File: config.mk
export PLATFORM = sky130hd
export DESIGN_NAME = fir_tdm_scheduler
export DESIGN_NICKNAME = d
export VERILOG_FILES = /design/src/rtl/fir_tdm_pkg.sv /design/src/rtl/fir_tag_fifo.sv /design/src/rtl/fir_tdm_scheduler.sv
export SDC_FILE = /design/constraint.sdc
export NUM_CORES = 1
export LEC_CHECK = 0
export BUFFER_PORTS_ARGS = -buffer_cell sky130_fd_sc_hd__buf_2
export CAP_MARGIN = 20
export CORE_MARGIN = 2
export CORE_UTILIZATION = 48
export DETAILED_ROUTE_END_ITERATION = 8
export PLACE_DENSITY_LB_ADDON = 0.15
export SLEW_MARGIN = 0
export SYNTH_ARGS = -nofsm -noshare
export SYNTH_HDL_FRONTEND = slang
export SYNTH_SLANG_ARGS = --single-unit
File: constraint.sdc
create_clock -name clk_30p72MHz -period 3.6 [get_ports clk_30p72MHz]
set_input_delay 1.08 -clock clk_30p72MHz [delete_from_list [all_inputs] [get_ports clk_30p72MHz]]
set_output_delay 1.08 -clock clk_30p72MHz [all_outputs]
set_load 0.01 [all_outputs]
File: src/rtl/fir_tdm_pkg.sv
// Shared types and constants for the time-division FIR core scheduler.
package fir_tdm_pkg;

    localparam int DW_DEFAULT     = 16;
    localparam int NUM_CH_DEFAULT = 2;
    localparam int SYS_CLK_HZ     = 30_720_000;
    localparam int CHIP_DIV       = 8;
    // 3.84 Msps per channel: each channel presents at most one sample every CHIP_DIV clocks
    localparam int CH_SAMPLE_HZ   = SYS_CLK_HZ / CHIP_DIV;

    function automatic int ch_width(input int n);
        return (n > 1) ? $clog2(n) : 1;
    endfunction

    localparam int CH_W = ch_width(NUM_CH_DEFAULT);

    typedef enum logic [1:0] {
        IDLE  = 2'd0,
        ISSUE = 2'd1,
        GAP   = 2'd2
    } sched_state_t;

endpackage

File: src/rtl/fir_tag_fifo.sv
// In-flight channel tag FIFO: one entry per sample handed to the core, popped on core output.
module fir_tag_fifo #(
    parameter int DEPTH = 4,
    parameter int W     = 1
)(
    input  logic         i_clk,
    input  logic         i_rst,
    input  logic         i_push,
    input  logic [W-1:0] i_push_tag,
    input  logic         i_pop,
    output logic [W-1:0] o_pop_tag,
    output logic         o_full,
    output logic         o_empty
);

    localparam int AW = $clog2(DEPTH);

    logic [W-1:0] r_mem [DEPTH];
    logic [AW:0]  r_wptr;
    logic [AW:0]  r_rptr;
    logic         w_do_push;
    logic         w_do_pop;

    assign w_do_push = i_push && !o_full;
    assign w_do_pop  = i_pop && !o_empty;

    always_ff @(posedge i_clk or posedge i_rst) begin
        if (i_rst) begin
            r_wptr <= '0;
            r_rptr <= '0;
        end else begin
            if (w_do_push) r_wptr <= r_wptr + 1'b1;
            if (w_do_pop)  r_rptr <= r_rptr + 1'b1;
        end
    end

    // Storage needs no reset: pointers alone define what is valid.
    always_ff @(posedge i_clk) begin
        if (w_do_push) r_mem[r_wptr[AW-1:0]] <= i_push_tag;
    end

    assign o_empty   = (r_wptr == r_rptr);
    assign o_full    = (r_wptr[AW] != r_rptr[AW]) && (r_wptr[AW-1:0] == r_rptr[AW-1:0]);
    assign o_pop_tag = r_mem[r_rptr[AW-1:0]];

endmodule

File: src/rtl/fir_tdm_scheduler.sv
// Shares one handshake FIR core between NUM_CH sample streams: buffer, round-robin issue, tag, route back.
//   state | meaning
//   IDLE  | waiting for a full buffer, core_rfd and tag FIFO space
//   ISSUE | core_nd high for this single cycle
//   GAP   | enforcing minimum spacing before the next issue
module fir_tdm_scheduler
    import fir_tdm_pkg::*;
#(
    parameter int NUM_CH    = NUM_CH_DEFAULT,
    parameter int DW        = DW_DEFAULT,
    parameter int ISSUE_GAP = 4,
    parameter int TAG_DEPTH = 4
)(
    input  logic                 clk_30p72MHz,
    input  logic                 reset,
    input  logic [NUM_CH*DW-1:0] ch_din,
    input  logic [NUM_CH-1:0]    ch_valid,
    output logic [NUM_CH-1:0]    ch_ready,
    output logic                 core_nd,
    output logic [DW-1:0]        core_din,
    input  logic                 core_rfd,
    input  logic                 core_rdy,
    input  logic [DW-1:0]        core_dout,
    output logic [NUM_CH*DW-1:0] ch_dout,
    output logic [NUM_CH-1:0]    ch_dout_valid,
    output logic [NUM_CH-1:0]    overrun,
    output logic                 tag_err
);

    localparam int TAG_W = ch_width(NUM_CH);
    localparam int GAP_W = (ISSUE_GAP > 2) ? $clog2(ISSUE_GAP) : 1;
    localparam logic [GAP_W-1:0] GAP_INIT = GAP_W'((ISSUE_GAP > 1) ? (ISSUE_GAP - 2) : 0);

    sched_state_t        r_state;
    sched_state_t        w_next_state;
    logic [GAP_W-1:0]    r_gap_cnt;
    logic [GAP_W-1:0]    w_gap_cnt_next;
    logic [TAG_W-1:0]    r_rr;
    logic [NUM_CH-1:0]   r_full;
    logic [DW-1:0]       r_buf [NUM_CH];
    logic                r_core_nd;
    logic [DW-1:0]       r_core_din;
    logic [NUM_CH*DW-1:0] r_ch_dout;
    logic [NUM_CH-1:0]   r_ch_dout_valid;
    logic [NUM_CH-1:0]   r_overrun;
    logic                r_tag_err;

    logic                w_grant_any;
    logic [TAG_W-1:0]    w_grant_idx;
    logic                w_issue;
    logic                w_fifo_full;
    logic                w_fifo_empty;
    logic                w_pop;
    logic [TAG_W-1:0]    w_tag;

    function automatic logic [TAG_W-1:0] rr_offset(input logic [TAG_W-1:0] base, input int off);
        int sum;
        sum = int'(base) + off;
        if (sum >= NUM_CH) sum = sum - NUM_CH;
        return TAG_W'(sum);
    endfunction

    // Scan from the farthest offset down so the nearest full channel at/after r_rr wins.
    always_comb begin
        w_grant_any = 1'b0;
        w_grant_idx = '0;
        for (int i = NUM_CH - 1; i >= 0; i--) begin
            if (r_full[rr_offset(r_rr, i)]) begin
                w_grant_any = 1'b1;
                w_grant_idx = rr_offset(r_rr, i);
            end
        end
    end

    assign w_issue = (r_state == IDLE) && w_grant_any && core_rfd && !w_fifo_full;

    always_comb begin
        w_next_state   = r_state;
        w_gap_cnt_next = r_gap_cnt;
        case (r_state)
            IDLE: begin
                if (w_issue) w_next_state = ISSUE;
            end
            ISSUE: begin
                if (ISSUE_GAP > 1) begin
                    w_next_state   = GAP;
                    w_gap_cnt_next = GAP_INIT;
                end else begin
                    w_next_state = IDLE;
                end
            end
            GAP: begin
                if (r_gap_cnt <= GAP_W'(1)) begin
                    w_next_state   = IDLE;
                    w_gap_cnt_next = '0;
                end else begin
                    w_gap_cnt_next = r_gap_cnt - 1'b1;
                end
            end
            default: begin
                w_next_state   = IDLE;
                w_gap_cnt_next = '0;
            end
        endcase
    end

    always_ff @(posedge clk_30p72MHz or posedge reset) begin
        if (reset) begin
            r_state    <= IDLE;
            r_gap_cnt  <= '0;
            r_rr       <= '0;
            r_core_nd  <= 1'b0;
            r_core_din <= '0;
        end else begin
            r_state   <= w_next_state;
            r_gap_cnt <= w_gap_cnt_next;
            r_core_nd <= w_issue;
            if (w_issue) begin
                r_core_din <= r_buf[w_grant_idx];
                r_rr       <= (w_grant_idx == TAG_W'(NUM_CH - 1)) ? '0 : w_grant_idx + 1'b1;
            end
        end
    end

    // A sample arriving on the cycle its buffer is issued refills it rather than counting as overrun.
    always_ff @(posedge clk_30p72MHz or posedge reset) begin
        if (reset) begin
            r_full    <= '0;
            r_overrun <= '0;
            for (int k = 0; k < NUM_CH; k++) r_buf[k] <= '0;
        end else begin
            for (int k = 0; k < NUM_CH; k++) begin
                if (w_issue && (w_grant_idx == TAG_W'(k))) begin
                    r_full[k] <= ch_valid[k];
                    if (ch_valid[k]) r_buf[k] <= ch_din[k*DW +: DW];
                end else if (ch_valid[k]) begin
                    if (r_full[k]) begin
                        r_overrun[k] <= 1'b1;
                    end else begin
                        r_buf[k]  <= ch_din[k*DW +: DW];
                        r_full[k] <= 1'b1;
                    end
                end
            end
        end
    end

    fir_tag_fifo #(
        .DEPTH (TAG_DEPTH),
        .W     (TAG_W)
    ) u_tag_fifo (
        .i_clk      (clk_30p72MHz),
        .i_rst      (reset),
        .i_push     (w_issue),
        .i_push_tag (w_grant_idx),
        .i_pop      (core_rdy),
        .o_pop_tag  (w_tag),
        .o_full     (w_fifo_full),
        .o_empty    (w_fifo_empty)
    );

    assign w_pop = core_rdy && !w_fifo_empty;

    always_ff @(posedge clk_30p72MHz or posedge reset) begin
        if (reset) begin
            r_ch_dout       <= '0;
            r_ch_dout_valid <= '0;
            r_tag_err       <= 1'b0;
        end else begin
            r_ch_dout_valid <= '0;
            if (w_pop) begin
                r_ch_dout[int'(w_tag)*DW +: DW] <= core_dout;
                r_ch_dout_valid[w_tag]           <= 1'b1;
            end
            if (core_rdy && w_fifo_empty) r_tag_err <= 1'b1;
        end
    end

    assign ch_ready      = ~r_full;
    assign core_nd       = r_core_nd;
    assign core_din      = r_core_din;
    assign ch_dout       = r_ch_dout;
    assign ch_dout_valid = r_ch_dout_valid;
    assign overrun       = r_overrun;
    assign tag_err       = r_tag_err;

endmodule

==> flow_summary.yaml, run 1 <==
yosys:
  yosysSeqAreaShare_pct: 59.9
  syn_avg_cell_area_um2: 13.6
  syn_inst: 319
  synth_cell_types: 42
  yosys.area_share.simple_pct: 7.48
  syn_nets: 383
  synth-xor-area-share_pct: 1.99
  synth_top_family_by_area: "multiplexers"
  syn_area_mm2: 0.00433
  synth_compound_area_share_pct: 6.35
  yosys_warnings: 0
  synthAdderAreaFrac_pct: 2.89
  ys_ff_latch: 103
  muxShareOfSynthArea_pct: 18.5
sta:
  finalSetupViolCount: 0
  slew_headroom_pct: 46.9
  fin_crit_sh_pct: 63.3
  worst_pin_slew_ns: 0.794
  rsz0062_at_grt: "false"
  clock_skew_ns: 0.0145
  hold_viol: 0
  slew_violations: 0
  period_needed_ns: 2.28
  fmax_mhz: 439
  setup_tns_ns: 0
cts:
  cts_root_buf: "clkbuf_8"
  cts_tree: "yes"
  post_cts_buffers: 0
  clock_latency_ns: 0.36
  cts_made_buffers: 9
  cts_sinks: 103
  clk_pin_slew_ns: 0.10
  cts.htree.levels: 3
  ctsHoldBuffers: 0
  ctsLongestPathBuffers: 2
  cts_resized: 0
routing:
  drt-total-wl_um: 8050
  post-route-drc-count: 0
  viasPerCell: 5.06
  drtAntennaViolNets: 0
  first_iter_violations: 78
  route.vias.total: 2756
  wire_per_inst_um: 14.8
  firstDrtPassIters: 4
power_and_ir_drop:
  switching_share_pct: 37.1
  switchingPower_mw: 1.81
  comb_power_share_pct: 43.1
  vdd_ir_drop_max_uv: 426
  power_leakage_nw: 2.45
  p_int_mw: 3.06
  pwr-share-clk_pct: 14.8
  p_seq_share_pct: 42.1
  power.density_mw_per_mm2: 937
global_route:
  grt_overflow: 0
  antenna_found_initial: 0
  grt_pass1_vias: 2776
  track_usage_pct: 17.5
  grt_max_degree: 100
  grt_pass1_wl_um: 13600
floorplanning:
  start_util_pct: 49.7
  die_w_um: 99.0
  core_area_mm2: 0.00872
  num_rows: 34
  io_pins: 110
  die_area_mm2: 0.00980
  die_y_um: 99.0
hold_path:
  hold_path_class: "flip-flop to flip-flop"
place:
  io_buffers: 109
  postPlaceCellArea_mm2: 0.00500
  place_congestion: 0.731
  dpl.hpwl_um: 5560
layout:
  diodes: 0
  fill_cells: 708
  drive_gt1_share_pct: 47.8
  areaGrowthSynthToFinish_pct: 19.9
  design_area_mm2: 0.00519
  layout.nets: 496
worst_setup_path:
  crit_path_max_fanout: 16
  cp-start-kind: "input port"
  critPathArrivalTime_ns: 2.52
  crit_path_end_kind: "flip-flop"
  path_class: "input port to flip-flop"
  crit_required_ns: 3.84
run:
  cap_violations: 0
outcome:
  outcome: "completed"
## cell families (layout without fill, tap and decap cells)
family,count (synthesis),after routing
multiplexers,67,67
flip-flops,103,103
buffers and inverters,22,140
XOR/XNOR,9,9
AO/OA/AOI/OAI,36,36
adder cells (fa/ha/maj),10,10
AND/OR/NAND/NOR,72,72
## synthesized netlist by cell type (all sizes together)
library cell	number	share of area (%)
buf	8	1.6
nor2b	1	0.14
a31oi	19	2.7
nand3b	1	0.17
clkbuf	3	0.26
a21o	3	0.52
o31a	1	0.23
and2	5	0.72
a41oi	1	0.64
mux2	66	18
a21oi	1	0.12
nand3	3	0.46
or2	1	0.14
xor2	4	0.98
inv	11	0.95
mux4	1	0.52
nand4b	1	0.20
a31o	1	0.20
nand2	40	3.6
nand4	1	0.14
nor3	1	0.12
o211ai	1	0.17
ha	10	2.9
dfrtp	99	57
xnor2	5	1.0
o21ai	6	0.69
a22o	1	0.20
edfxtp	4	2.8
o2111ai	1	0.35
o31ai	1	0.49
nor2	18	1.7
## worst paths after layout
check / from / end / slack, ns / cells after the start
max reg2reg: u_tag_fifo.r_rptr[0] / r_buf[27] / 1.33 / 4
min in group asynchronous: reset / r_buf[1] / 0.82 / 3
min: tag_err / tag_err / 0.46 / 1
min reg2reg: tag_err / tag_err / 0.46 / 1
max: core_rfd / r_buf[27] / 1.32 / 4
max in group asynchronous: reset / ch_dout[28] / 2.32 / 3
## state kept, by name (all words and copies together), names as in the netlist
signal             cells
r_gap_cnt              2
core_nd                1
u_tag_fifo.r_wptr      3
u_tag_fifo.r_mem       4
r_full                 2
tag_err                1
r_state                2
overrun                2
core_din              16
u_tag_fifo.r_rptr      3
ch_dout               32
r_buf                 32
ch_dout_valid          2
r_rr                   1
## power by group through the flow
stage | Combinational [mW] | Clock, mW | Sequential [mW]
4_1_cts | 2.15 | 0.741 | 2.05
6_report | 2.10 | 0.718 | 2.05
2_1_floorplan | 1.40 | 0 | 2.17
3_5_place_dp | 2.15 | 0 | 2.07
3_3_place_gp | 2.09 | 0 | 2.06
5_1_grt | 2.34 | 0.797 | 2.13
## stage by stage
stage	instances	util [%]	hold WS (ns)	power [mW]	worst slack, ns
floorplan	319	-	0.457	3.57	1.32
global placement	529	57.3	0.446	4.15	0.953
detailed placement	529	57.3	0.445	4.22	0.921
CTS	545	59.6	0.465	4.94	1.27
global route	545	59.6	0.477	5.26	1.13
finish	545	59.6	0.457	4.87	1.32
## final cells by class
cell class,instances,area [µm²],area share [%]
well taps,108,135,2.60
flip-flops and latches,103,2600,50.0
clock inverters,5,42.5,0.819
inverters,11,45.0,0.867
multi-input cells,194,1630,31.4
repair buffers,113,588,11.3
clock buffers,11,153,2.94
## critical path, cell delays in order
cell,delay [ns]
buf_2,0.11
and2_1,0.20
a41oi_4,0.70
mux2_2,0.41
## routing by layer
| layer | global-route usage (%) | part of all wire [%] | wire length, µm | up-vias |
|---|---|---|---|---|
| met4 | 5.90 | 1.4 | 110 | 0 |
| met5 | 0 | 0 | 0 | - |
| li1 | - | - | - | 1331 |
| met2 | 27.5 | 47 | 3820 | 67 |
| met3 | 3.97 | 4.1 | 332 | 9 |
| met1 | 24.2 | 47 | 3780 | 1349 |
## placed cells by master, fill, tap and decap left out, types with 2 or more instances in the layout
cell,Yosys,layout
a21o_1,3,3
a31oi_1,19,18
and2_1,5,5
buf_2,3,109
buf_4,1,3
clkbuf_8,0,9
dfrtp_1,99,99
edfxtp_1,4,4
ha_1,10,10
inv_1,10,9
inv_6,0,3
mux2_2,56,56
mux2_4,10,10
nand2_1,39,39
nand3_1,2,2
nor2_1,17,17
o21ai_0,5,5
xnor2_1,5,5
xor2_1,3,3
Note: power is estimated with default switching activity, not from simulation.
==> inputs of run 2 (changes only) <==
--- a/config.mk
+++ b/config.mk
@@ -8,7 +8,7 @@
 export BUFFER_PORTS_ARGS = -buffer_cell sky130_fd_sc_hd__buf_2
 export CAP_MARGIN = 20
 export CORE_MARGIN = 2
-export CORE_UTILIZATION = 48
+export CORE_UTILIZATION = 50
 export DETAILED_ROUTE_END_ITERATION = 8
 export PLACE_DENSITY_LB_ADDON = 0.15
 export SLEW_MARGIN = 0
==> constraint.sdc (replaced) <==
create_clock -name clk_30p72MHz -period 2.23 [get_ports clk_30p72MHz]
set_input_delay 0.669 -clock clk_30p72MHz [delete_from_list [all_inputs] [get_ports clk_30p72MHz]]
set_output_delay 0.669 -clock clk_30p72MHz [all_outputs]
set_load 0.01 [all_outputs]
==> run 2 against run 1 <==
Compared with the run above: sequential share of layout area decreased by 0.56 points; combinational power rose by 67%; largest power group unchanged; critical endpoint is now r_buf[28]; utilization up 3.7 points; flip-flop and latch count unchanged; global-route usage up 1.6 points; total power grew 66%.
==> flow_summary.yaml, run 2 (synthesized netlist as in run 1, its figures left out) <==
outcome:
  outcome: "completed"
layout:
  design_area_mm2: 0.00525
  final_common_cell: "buf_2"
  areaGrowthSynthToFinish_pct: 21.2
  drive_gt1_share_pct: 48.4
  post-route-util_pct: 63.3
  stdcell_count: 545
  final_cell_mix: "buf_2, dfrtp_1, mux2_2, nand2_1, a31oi_1"
  diodes: 0
  layout.nets: 499
worst_setup_path:
  crit_path_end_kind: "flip-flop"
  r2r-start: "u_tag_fifo.r_wptr[2]"
  cp-start-kind: "flip-flop"
  reg2reg_to: "r_buf[28]"
  crit_required_ns: 2.48
  reg2reg_slack_ns: 0.28
  critPathArrivalTime_ns: 2.19
  path_class: "flip-flop to flip-flop"
  crit_path_max_fanout: 16
  rr_worst_depth: 5
floorplanning:
  start_util_pct: 52.2
  num_rows: 33
  die_w_um: 97.1
  io_pins: 110
  core_area_mm2: 0.00830
  die_y_um: 97.1
  die_area_mm2: 0.00943
routing:
  drtAntennaViolNets: 0
  wire_per_inst_um: 15.6
  first_iter_violations: 93
  firstDrtPassIters: 4
  post-route-drc-count: 0
  drt-total-wl_um: 8510
  viasPerCell: 5.11
  route.vias.total: 2785
cts:
  post_cts_buffers: 0
  cts_tree: "yes"
  cts_root_buf: "clkbuf_8"
  cts_resized: 0
  cts_made_buffers: 9
  clock_latency_ns: 0.36
  clk_pin_slew_ns: 0.11
  cts_sinks: 103
  ctsLongestPathBuffers: 2
  ctsHoldBuffers: 0
  cts.htree.levels: 3
place:
  pre_cts_ws_ns: 0.302
  io_buffers: 109
  dpl.hpwl_um: 5920
  place_congestion: 0.725
  postPlaceCellArea_mm2: 0.00504
  dp_cells: 529
sta:
  period_needed_ns: 1.95
  fmax_mhz: 514
  clock_skew_ns: 0.0173
  hold_slack_ns: 0.413
  rsz0062_at_grt: "false"
  finalSetupViolCount: 0
  slew_headroom_pct: 64.1
  slew_violations: 0
  hold_viol: 0
  worst_pin_slew_ns: 0.538
  setup_tns_ns: 0
  fin_crit_sh_pct: 87.3
  worst_slack_ns: 0.284
global_route:
  grt_overflow: 0
  grt_max_degree: 100
  grt_pass1_wl_um: 14500
  antenna_found_initial: 0
  track_usage_pct: 19.2
  grt_pass1_vias: 2917
hold_path:
  hold_path_class: "input port to async pin"
power_and_ir_drop:
  power.density_mw_per_mm2: 1530
  power_mw: 8.06
  power_leakage_nw: 2.49
  vdd_ir_drop_max_uv: 748
run:
  cap_violations: 0
==> run 2: cell count changes in the layout (fill, tap and decap cells not counted), sizes merged <==
cell / delta
clkbuf: -1
bufinv: +1
buf: +3
==> run 2: worst max-delay path by stage <==
| stage | startpoint | to | slack (ns) | cells past startpoint |
|---|---|---|---|---|
| 2_1_floorplan | r_state[0] | r_buf[0] | 0.33 | 6 |
| 3_3_place_gp | core_rfd | r_buf[9] | 0.33 | 5 |
| 3_5_place_dp | u_tag_fifo.r_wptr[2] | r_buf[30] | 0.30 | 5 |
| 4_1_cts | u_tag_fifo.r_wptr[2] | r_buf[28] | 0.28 | 5 |
| 5_1_grt | r_state[1] | core_din[7] | 0.15 | 7 |
| 6_report | u_tag_fifo.r_wptr[2] | r_buf[28] | 0.28 | 5 |
==> run 2: critical path, cell delays in order (launching register included) <==
cell and delay [ns]:
dfrtp_1 0.43, xor2_2 0.45, nand3_2 0.18, a41oi_4 0.25
buf_12 0.20, mux2_2 0.34
==> run 2: metal layers <==
metal | routed length (µm) | GRT usage, % | vias to the layer above
met4 | 112 | 5.42 | 0
met5 | 0 | 0 | -
li1 | - | - | 1334
met3 | 341 | 5.11 | 10
met1 | 3770 | 25.0 | 1385
met2 | 4280 | 31.7 | 56
==> run 2: report_power, final <==
part | switching, mW | internal (mW) | total (mW) | leakage (nW)
sequential | 0.525 | 2.80 | 3.32 | 1.20
clock | 0.667 | 0.569 | 1.24 | 0.110
combinational | 1.80 | 1.70 | 3.50 | 1.18
total | 2.99 | 5.07 | 8.06 | 2.49
==> run 2: layout make-up <==
type	count	area, µm²
fillers	648	3050
flip-flops and latches	103	2600
multi-input cells	194	1630
repair buffers	116	636
clock buffers	10	138
well taps	105	131
clock inverters	6	72.6
inverters	11	45.0
